--- src/rtl/display_scan_ctrl.sv ---
// Multiplexed 7-segment display scanner with PWM brightness, per-digit
// blanking/blinking, leading-zero suppression and selectable pin polarity.
module display_scan_ctrl #(
  parameter int N_DIGITS    = 8,
  parameter int SCAN_LOG2   = 17,
  parameter int BRIGHT_W    = 3,
  parameter int BLINK_LOG2  = 6,
  parameter bit SEG_ACT_LOW = 1'b1,
  parameter bit DSP_ACT_LOW = 1'b0
) (
  input  logic                  clk,
  input  logic                  rst,
  input  logic                  en,
  input  logic [N_DIGITS*4-1:0] value,
  input  logic [N_DIGITS-1:0]   dot,
  input  logic [N_DIGITS-1:0]   blank_mask,
  input  logic [N_DIGITS-1:0]   blink_mask,
  input  logic                  lz_blank,
  input  logic [BRIGHT_W-1:0]   brightness,
  output logic [7:0]            seg,
  output logic [N_DIGITS-1:0]   dsp,
  output logic                  frame_tick
);

  localparam int IDX_W = $clog2(N_DIGITS);
  localparam logic [IDX_W-1:0] LAST_IDX = IDX_W'(N_DIGITS - 1);

  logic [SCAN_LOG2-1:0]  slot_cnt;
  logic [IDX_W-1:0]      idx;
  logic [IDX_W-1:0]      cur_idx_p1;
  logic [BLINK_LOG2-1:0] frame_cnt;
  logic                  blink_ph;

  logic                  update;
  logic                  idx_wrap;
  logic [3:0]            nib;
  logic                  upper_nz;
  logic                  lz_supp;
  logic                  dark;
  logic [7:0]            seg_lit;
  logic [IDX_W-1:0]      dsp_digit;
  logic                  dsp_on;
  logic [N_DIGITS-1:0]   dsp_lit;

  // Hex glyph in gfedcba order, 1 = segment lit.
  function automatic logic [6:0] glyph(input logic [3:0] h);
    case (h)
      4'h0: glyph = 7'h3F;
      4'h1: glyph = 7'h06;
      4'h2: glyph = 7'h5B;
      4'h3: glyph = 7'h4F;
      4'h4: glyph = 7'h66;
      4'h5: glyph = 7'h6D;
      4'h6: glyph = 7'h7D;
      4'h7: glyph = 7'h07;
      4'h8: glyph = 7'h7F;
      4'h9: glyph = 7'h6F;
      4'hA: glyph = 7'h77;
      4'hB: glyph = 7'h7C;
      4'hC: glyph = 7'h39;
      4'hD: glyph = 7'h5E;
      4'hE: glyph = 7'h79;
      default: glyph = 7'h71;
    endcase
  endfunction

  // Map logical "lit" pattern to pin levels.
  function automatic logic [7:0] seg_drive(input logic [7:0] lit);
    seg_drive = SEG_ACT_LOW ? ~lit : lit;
  endfunction

  function automatic logic [N_DIGITS-1:0] dsp_drive(input logic [N_DIGITS-1:0] sel);
    dsp_drive = DSP_ACT_LOW ? ~sel : sel;
  endfunction

  assign update   = (slot_cnt == '0);
  assign idx_wrap = update && (idx == LAST_IDX);

  // Slot counter, digit index and blink phase bookkeeping.
  always_ff @(posedge clk) begin
    if (rst) begin
      slot_cnt  <= '0;
      idx       <= '0;
      frame_cnt <= '0;
      blink_ph  <= 1'b0;
    end else begin
      slot_cnt <= slot_cnt + SCAN_LOG2'(1);
      if (update) idx <= idx_wrap ? '0 : idx + IDX_W'(1);
      if (idx_wrap) begin
        frame_cnt <= frame_cnt + BLINK_LOG2'(1);
        if (frame_cnt == '1) blink_ph <= ~blink_ph;
      end
    end
  end

  // Stage p0: segment pattern for the digit being loaded this update.
  always_comb begin
    nib      = value[{idx, 2'b00} +: 4];
    upper_nz = 1'b0;
    for (int j = 0; j < N_DIGITS; j++)
      if (j >= int'(idx) && value[j*4 +: 4] != 4'h0) upper_nz = 1'b1;
    lz_supp  = lz_blank && (idx != '0) && !upper_nz;
    dark     = blank_mask[idx] || (blink_mask[idx] && blink_ph);
    seg_lit  = '0;
    if (!dark) seg_lit = {dot[idx], lz_supp ? 7'h00 : glyph(nib)};
  end

  // Stage p0: digit select; the update cycle already refers to the new digit.
  always_comb begin
    dsp_digit = update ? idx : cur_idx_p1;
    dsp_on    = en && (slot_cnt[SCAN_LOG2-1 -: BRIGHT_W] <= brightness);
    dsp_lit   = dsp_on ? (N_DIGITS'(1) << dsp_digit) : '0;
  end

  // Stage p1: remember which digit the current slot shows.
  always_ff @(posedge clk) begin
    if (update) cur_idx_p1 <= idx;
  end

  // Stage p1: registered pin outputs; reset drives everything dark.
  always_ff @(posedge clk) begin
    if (rst) begin
      seg        <= seg_drive(8'h00);
      dsp        <= dsp_drive('0);
      frame_tick <= 1'b0;
    end else begin
      if (update) seg <= seg_drive(seg_lit);
      dsp        <= dsp_drive(dsp_lit);
      frame_tick <= update && (idx == '0);
    end
  end

endmodule
--- config.mk ---
export PLATFORM = sky130hd
export DESIGN_NAME = display_scan_ctrl
export DESIGN_NICKNAME = d
export VERILOG_FILES = /design/src/rtl/display_scan_ctrl.sv
export SDC_FILE = /design/constraint.sdc
export NUM_CORES = 1
export LEC_CHECK = 0
export BUFFER_PORTS_ARGS = -buffer_cell sky130_fd_sc_hd__buf_2
export CAP_MARGIN = 20
export CORE_MARGIN = 2
export CORE_UTILIZATION = 45
export DETAILED_ROUTE_END_ITERATION = 7
export GPL_TIMING_DRIVEN = 0
export MAX_ROUTING_LAYER = met4
export PLACE_DENSITY_LB_ADDON = 0.25
export RECOVER_POWER = 50
export SLEW_MARGIN = 30
export SYNTH_ARGS = -nofsm -noshare
export SYNTH_HDL_FRONTEND = slang
export SYNTH_SLANG_ARGS = --single-unit
--- constraint.sdc ---
create_clock -name clk -period 7.4 [get_ports clk]
set_clock_uncertainty 0.1 [all_clocks]
set_input_delay 0.74 -clock clk [delete_from_list [all_inputs] [get_ports clk]]
set_output_delay 0.74 -clock clk [all_outputs]
set_load 0.05 [all_outputs]
==> Yosys cells after proc, flatten, opt, wreduce, memory -nomap -nowiden <==
Memory sizes are Yosys's and may differ from the RTL's.
Index checks and enable logic that the tools add are counted.
{ "op_classes": {"n_lt_le_gt_ge": 9, "shift": 2, "mux": 18, "add_sub_neg": 3, "n_eq_ne": 2, "div_mod_pow": 0, "n_bitwise": 3, "reduce_logical": 28, "n_mul": 0} }
{ "ops": {"columns": ["op", "count"], "rows": [
  ["$reduce_bool A4 Y1", 8],
  ["$shiftx A32 B6 Y4", 1],
  ["$add A17 B1 Y17 const B", 1],
  ["$logic_not A17 Y1", 1],
  ["$logic_and A1 B1 Y1", 13],
  ["$mux W1", 11],
  ["$bmux W1 S3", 3],
  ["$ge A3 B3 Y1 const A", 3],
  ["$mux W8", 1],
  ["$not A8 Y8", 1],
  ["$shl A1 B3 Y8 const A", 1],
  ["$mux W7", 1],
  ["$add A6 B1 Y6 const B", 1],
  ["$eq A6 B6 Y1 const B", 1],
  ["$ge A1 B3 Y1 const A", 2],
  ["$ge A2 B3 Y1 const A", 2],
  ["$mux W3", 2],
  ["$lt A3 B4 Y1 const B", 1],
  ["$add A3 B1 Y3 const B", 1],
  ["$eq A3 B3 Y1 const B", 1],
  ["$le A3 B3 Y1", 1],
  ["$logic_not A3 Y1", 1],
  ["$reduce_bool A3 Y1", 1],
  ["$not A1 Y1", 2],
  ["other kinds (4)", 4]
]} }
{ "totals": {"ff_bits": 47, "inputBits": 63, "mem_bits_rw": 0, "memories": 1, "latch_bits": 0, "output_inout_bits": 17, "rom_bits": 112} }
{ "memory_table": {"columns": ["memory", "depth", "word_bits", "rd", "rd_clocked_by_memory_dff", "write_ports", "line_no", "text"], "rows": [
  ["(no name shown)", 16, 7, 1, 0, 0, "47", "case (h)"]
]} }

==> Depth between registers and ports, before layout <==
{ "logic_depth": {"depth_word": 15, "ltp_mapped": 10} }

==> Least setup slack after synthesis <==
No wires, ideal clock.
{ "synth_timing": {"kind": "input port to flip-flop", "from": "in value[20]", "to": "reg seg[5]", "t_arrival_ps": 2342, "required_time_ps": 7164, "path_buffers": 0, "setup_ps": 136, "stages": 8, "path_slack_ps": 4822, "path_cell_list": "mux4_2 mux2i_1 inv_1 ha_1 nand2_1 o21ai_1 a22oi_1 a31oi_1"} }
{ "synth_via": {"elab_chain_len": 10, "elab_cells_between_ends": 12, "classes_between": "shift (1); mux (5); bitwise (1); reduce/logical (4); memory (1)"} }
{ "synth_lines": {"columns": ["element", "line_no", "text"], "rows": [
  ["start: declaration", "14", "input logic [N_DIGITS*4-1:0] value,"],
  ["branches (longest 7 deep; another with $mem_v2 Z16 W7)", null, null],
  ["$mux W7 *", "105", "if (!dark) seg_lit = {dot[idx], lz_supp ? 7'h00 : glyph(nib)};"],
  ["$mux W8 *", "105", null],
  ["$not A8 Y8 *", "69", "seg_drive = SEG_ACT_LOW ? ~lit : lit;"],
  ["end signal: assignment", "123", "seg <= seg_drive(8'h00);"],
  ["end signal: assignment", "127", "if (update) seg <= seg_drive(seg_lit);"],
  ["end: declaration", "20", "output logic [7:0] seg,"]
]} }
Mark *: on every way between the ends.
A chain may end at the register's enable or synchronous reset.

==> Worst setup path after layout <==
{ "layout_timing": {"from": "reg idx[0]", "to": "reg seg[5]"} }
{ "layout_via": {"elab_chain_len": 15, "elab_cells_between_ends": 37, "classes_between": "order compare (7); shift (1); mux (14); bitwise (1); reduce/logical (13); memory (1)"} }
{ "layout_lines": {"columns": ["element", "line_no", "text"], "rows": [
  ["start: declaration", "29", "logic [IDX_W-1:0] idx;"],
  ["start signal: assignment", "88", "if (update) idx <= idx_wrap ? '0 : idx + IDX_W'(1);"],
  ["$ge A1 B3 Y1", "101", "if (j >= int'(idx) && value[j*4 +: 4] != 4'h0) upper_nz = 1'b1;"],
  ["$logic_and A1 B1 Y1", "101", null],
  ["$mux W1 (8 in a row)", "101", null],
  ["$logic_not A1 Y1", "102", "lz_supp = lz_blank && (idx != '0) && !upper_nz;"],
  ["$logic_and A1 B1 Y1", "102", null],
  ["$mux W7", "105", null],
  ["$mux W8 *", "105", null],
  ["$not A8 Y8 *", "69", null]
]} }
Every way passes the cells marked *; elsewhere a longest branch is shown, timed or not. The select of a mux whose other input is x is not followed.

==> results.toml <==
[run_status]
status = "finished, final reports clean"

[clock_tree]
cts_tree = "done"
cts_root_buffer = "clkbuf_8"
h-tree-depth = 2
clock_path_buffers = 2
numCtsBuffers = 5
post_cts.repair.setup_buffers = 0
insertion_delay_ns = 0.29
ctsHoldBuffers = 0
cts.sinks = 47
path_clk_slew_ns = 0.09
ctsResizeCount = 0

[detailed_routing]
drc = 0
wl_per_cell_um = 13.98
ant_nets = 0
drtPass1Iterations = 4
drtIter0Drc = 153
dr_total_vias = 2507
totalWireLength_um = 6402
viasPerCell = 5.474

[yosys]
synthAdderAreaFrac_pct = 7.484
ys_warn_count = 0
synth_edf_count = 0
synth-simple-area-share_pct = 22.40
syn_inst = 296
syn_area_per_cell_um2 = 9.037
synthMuxAreaShare_pct = 15.62
synth_ff_type = "dfxtp_1"
synth_compound_area_share_pct = 9.027
synthTopCellsByArea = "dfxtp_1 35%, mux4_2 10%, ha_1 7.5%, nor2_1 5.3%, xor2_1 4.3%"
synth_top_family_by_area = "simple AND/OR/NAND/NOR gates"
ys_seq_area_share_pct = 35.17
synth_area_um2 = 2675
synth_cell_types = 43
post_synth_xor_area_fraction_pct = 5.893
synth_nets = 375
ys_ff_latch = 47
yosysTopAreaCell = "dfxtp_1"
async_flop_share_pct = 0
yosys.area.top_type_share_pct = 35.17

[die]
die_w_um = 81.10
rows = 28
ios = 80
start_util_pct = 46.00
die_h_um = 81.10
fp.coreArea_um2 = 5816
dieArea_um2 = 6577

[global_routing]
grt_overflow = 0
grt_usage_pct = 21.18
grt_pass1_vias = 2464
grt_max_degree = 16
antenna_found_initial = 0
grt_pass1_wl_um = 10760

[worst_setup_path]
critPathArrivalTime_ns = 2.78
cp_slowest_cell = "mux2i_1"
critical_path_class = "register to register"
path_cells = "buf_6 > mux4_2 > mux2i_1 > inv_1 > ha_1 > nand2_1 > o21ai_1 > a22oi_1 > a31oi_1"
crit_path_max_incr_delay_ns = 0.53
regToRegSetupSlack_ns = 4.69
cp_max_fo = 10
startpoint_type = "register"
cp-end-kind = "register"
required_ns = 7.47

[timing]
finalCriticalPeriod_ns = 2.712
slew_violations = 0
setup_viol = 0
fin_crit_sh_pct = 36.64
rsz0062_at_grt = "no"
setup_ws_ns = 4.688
max_freq_mhz = 368.8
max_slew_margin_pct = 57.06
tns_ns = 0
hold_viol_final = 0
tightestPinTransition_ns = 0.6262

[power]
peakVddDrop_v = 0.0001552
p_leak_nw = 1.344
p_per_area_nw_per_um2 = 213.0

[placement]
place.gp.congestion = 0.9562
port_buffers = 79
postPlaceCellArea_um2 = 3164
hpwlAfterDp_um = 5081
post-place-ws_ns = 4.439

[finish]
layout-drive-gt1-share_pct = 25.07
area_growth_pct = 22.54
design_area_um2 = 3278
num_antenna_cells = 0
nets = 461

[flow_run]
max-cap-violations = 0

[hold_path]
hold_class = "register to register"
[layout make-up]
cell class              instances  area, um^2
plain buffers                  12       65.06
clock buffers                   5       68.82
clock inverters                 3       67.56
fillers                       555        2537
inverters                      14       52.55
multi-input cells             223        1617
flip-flops and latches         47       940.9
well taps                      75       93.84
repair buffers                 79       372.9
[through the flow]
step                instances   power, W  utilization, %  hold WS (ns)
global route              458  0.0007334           56.37        0.4067
CTS                       458  0.0007056           56.76        0.3767
finish                    458  0.0006983           56.37        0.3778
floorplan                 296  0.0004307               -        0.3256
global placement          450  0.0004820           54.41        0.3470
detailed placement        450  0.0004855           54.41        0.3560
[layer usage]
metal | wire (um) | vias to the layer above | global-route usage [%] | share of wire, %
li1 | - | 1238 | - | -
met1 | 2977 | 1198 | 26.30 | 47
met2 | 3108 | 63 | 35.37 | 49
met3 | 254 | 8 | 3.889 | 4.0
met4 | 62 | 0 | 5.932 | 0.97
met5 | 0 | - | - | 0
[path summary, 6_finish.rpt]
| check | endpoint | start | cells after the start |
|---|---|---|---|
| max | seg[5] | idx[0] | 9 |
| min | cur_idx_p1[2] | cur_idx_p1[2] | 2 |
| max reg2reg | seg[5] | idx[0] | 9 |
| min reg2reg | cur_idx_p1[2] | cur_idx_p1[2] | 2 |
[cells by family after synthesis]
kind of cell	count (synthesis)
compound gates	39
fa+ha+maj	16
mux	26
simple gates	124
flops	47
xor+xnor	18
buf+inv	26
[cell usage after synthesis, types with 6 or more instances]
cell and instances:
a21oi_1 11, a31oi_1 7, dfxtp_1 47, ha_1 16
inv_1 10, mux2i_1 10, mux4_2 12, nand2_1 25
nand3_1 12, nor2_1 38, nor3_1 14, nor4_1 10
o21ai_1 6, xor2_1 13
[where the power goes]
group | leakage, nW | switching [W] | internal [W]
Sequential | 0.382 | 0.00000861 | 0.000268
Combinational | 0.898 | 0.000123 | 0.0000782
Clock | 0.0644 | 0.0000859 | 0.000135
Total | 1.34 | 0.000218 | 0.000480
[state kept, by name, indices dropped and copies added, names as in the netlist]
register,count
slot_cnt,17
dsp,8
seg,8
frame_cnt,6
cur_idx_p1,3
idx,3
blink_ph,1
frame_tick,1
[critical path, delay by kind of cell, from the launching register on]
family,cells,cell delay (ns)
AOI/OAI and AO/OA,3,0.38
muxes,2,1.05
buffers and inverters,2,0.34
DFF,1,0.36
adders and majority gates,1,0.25
and+or+nand+nor,1,0.10
[cell usage in the layout, fill, tap and decap left out, types with 3 or more instances in the layout]
cell type  Yosys  routed
clkbuf_1       5      23
inv_2          4       4
and3_1         5       5
xor2_1        13      13
xnor2_1        5       5
a21oi_1       11      11
dfxtp_1       47      47
a31oi_1        7       7
ha_1          16      16
nand3_1       12      12
mux2i_1       10      10
or3_1          3       3
buf_2          4      65
clkbuf_8       0       5
inv_1         10      10
nand2_1       25      25
mux4_2        12      12
nor2b_1        4       4
o21ai_0        3       3
a22oi_1        4       4
nor2_1        38      38
o21ai_1        6       6
nor3_1        14      14
nor4_1        10      10
nand4_1        4       4
Power figures use the tool's default switching activity.
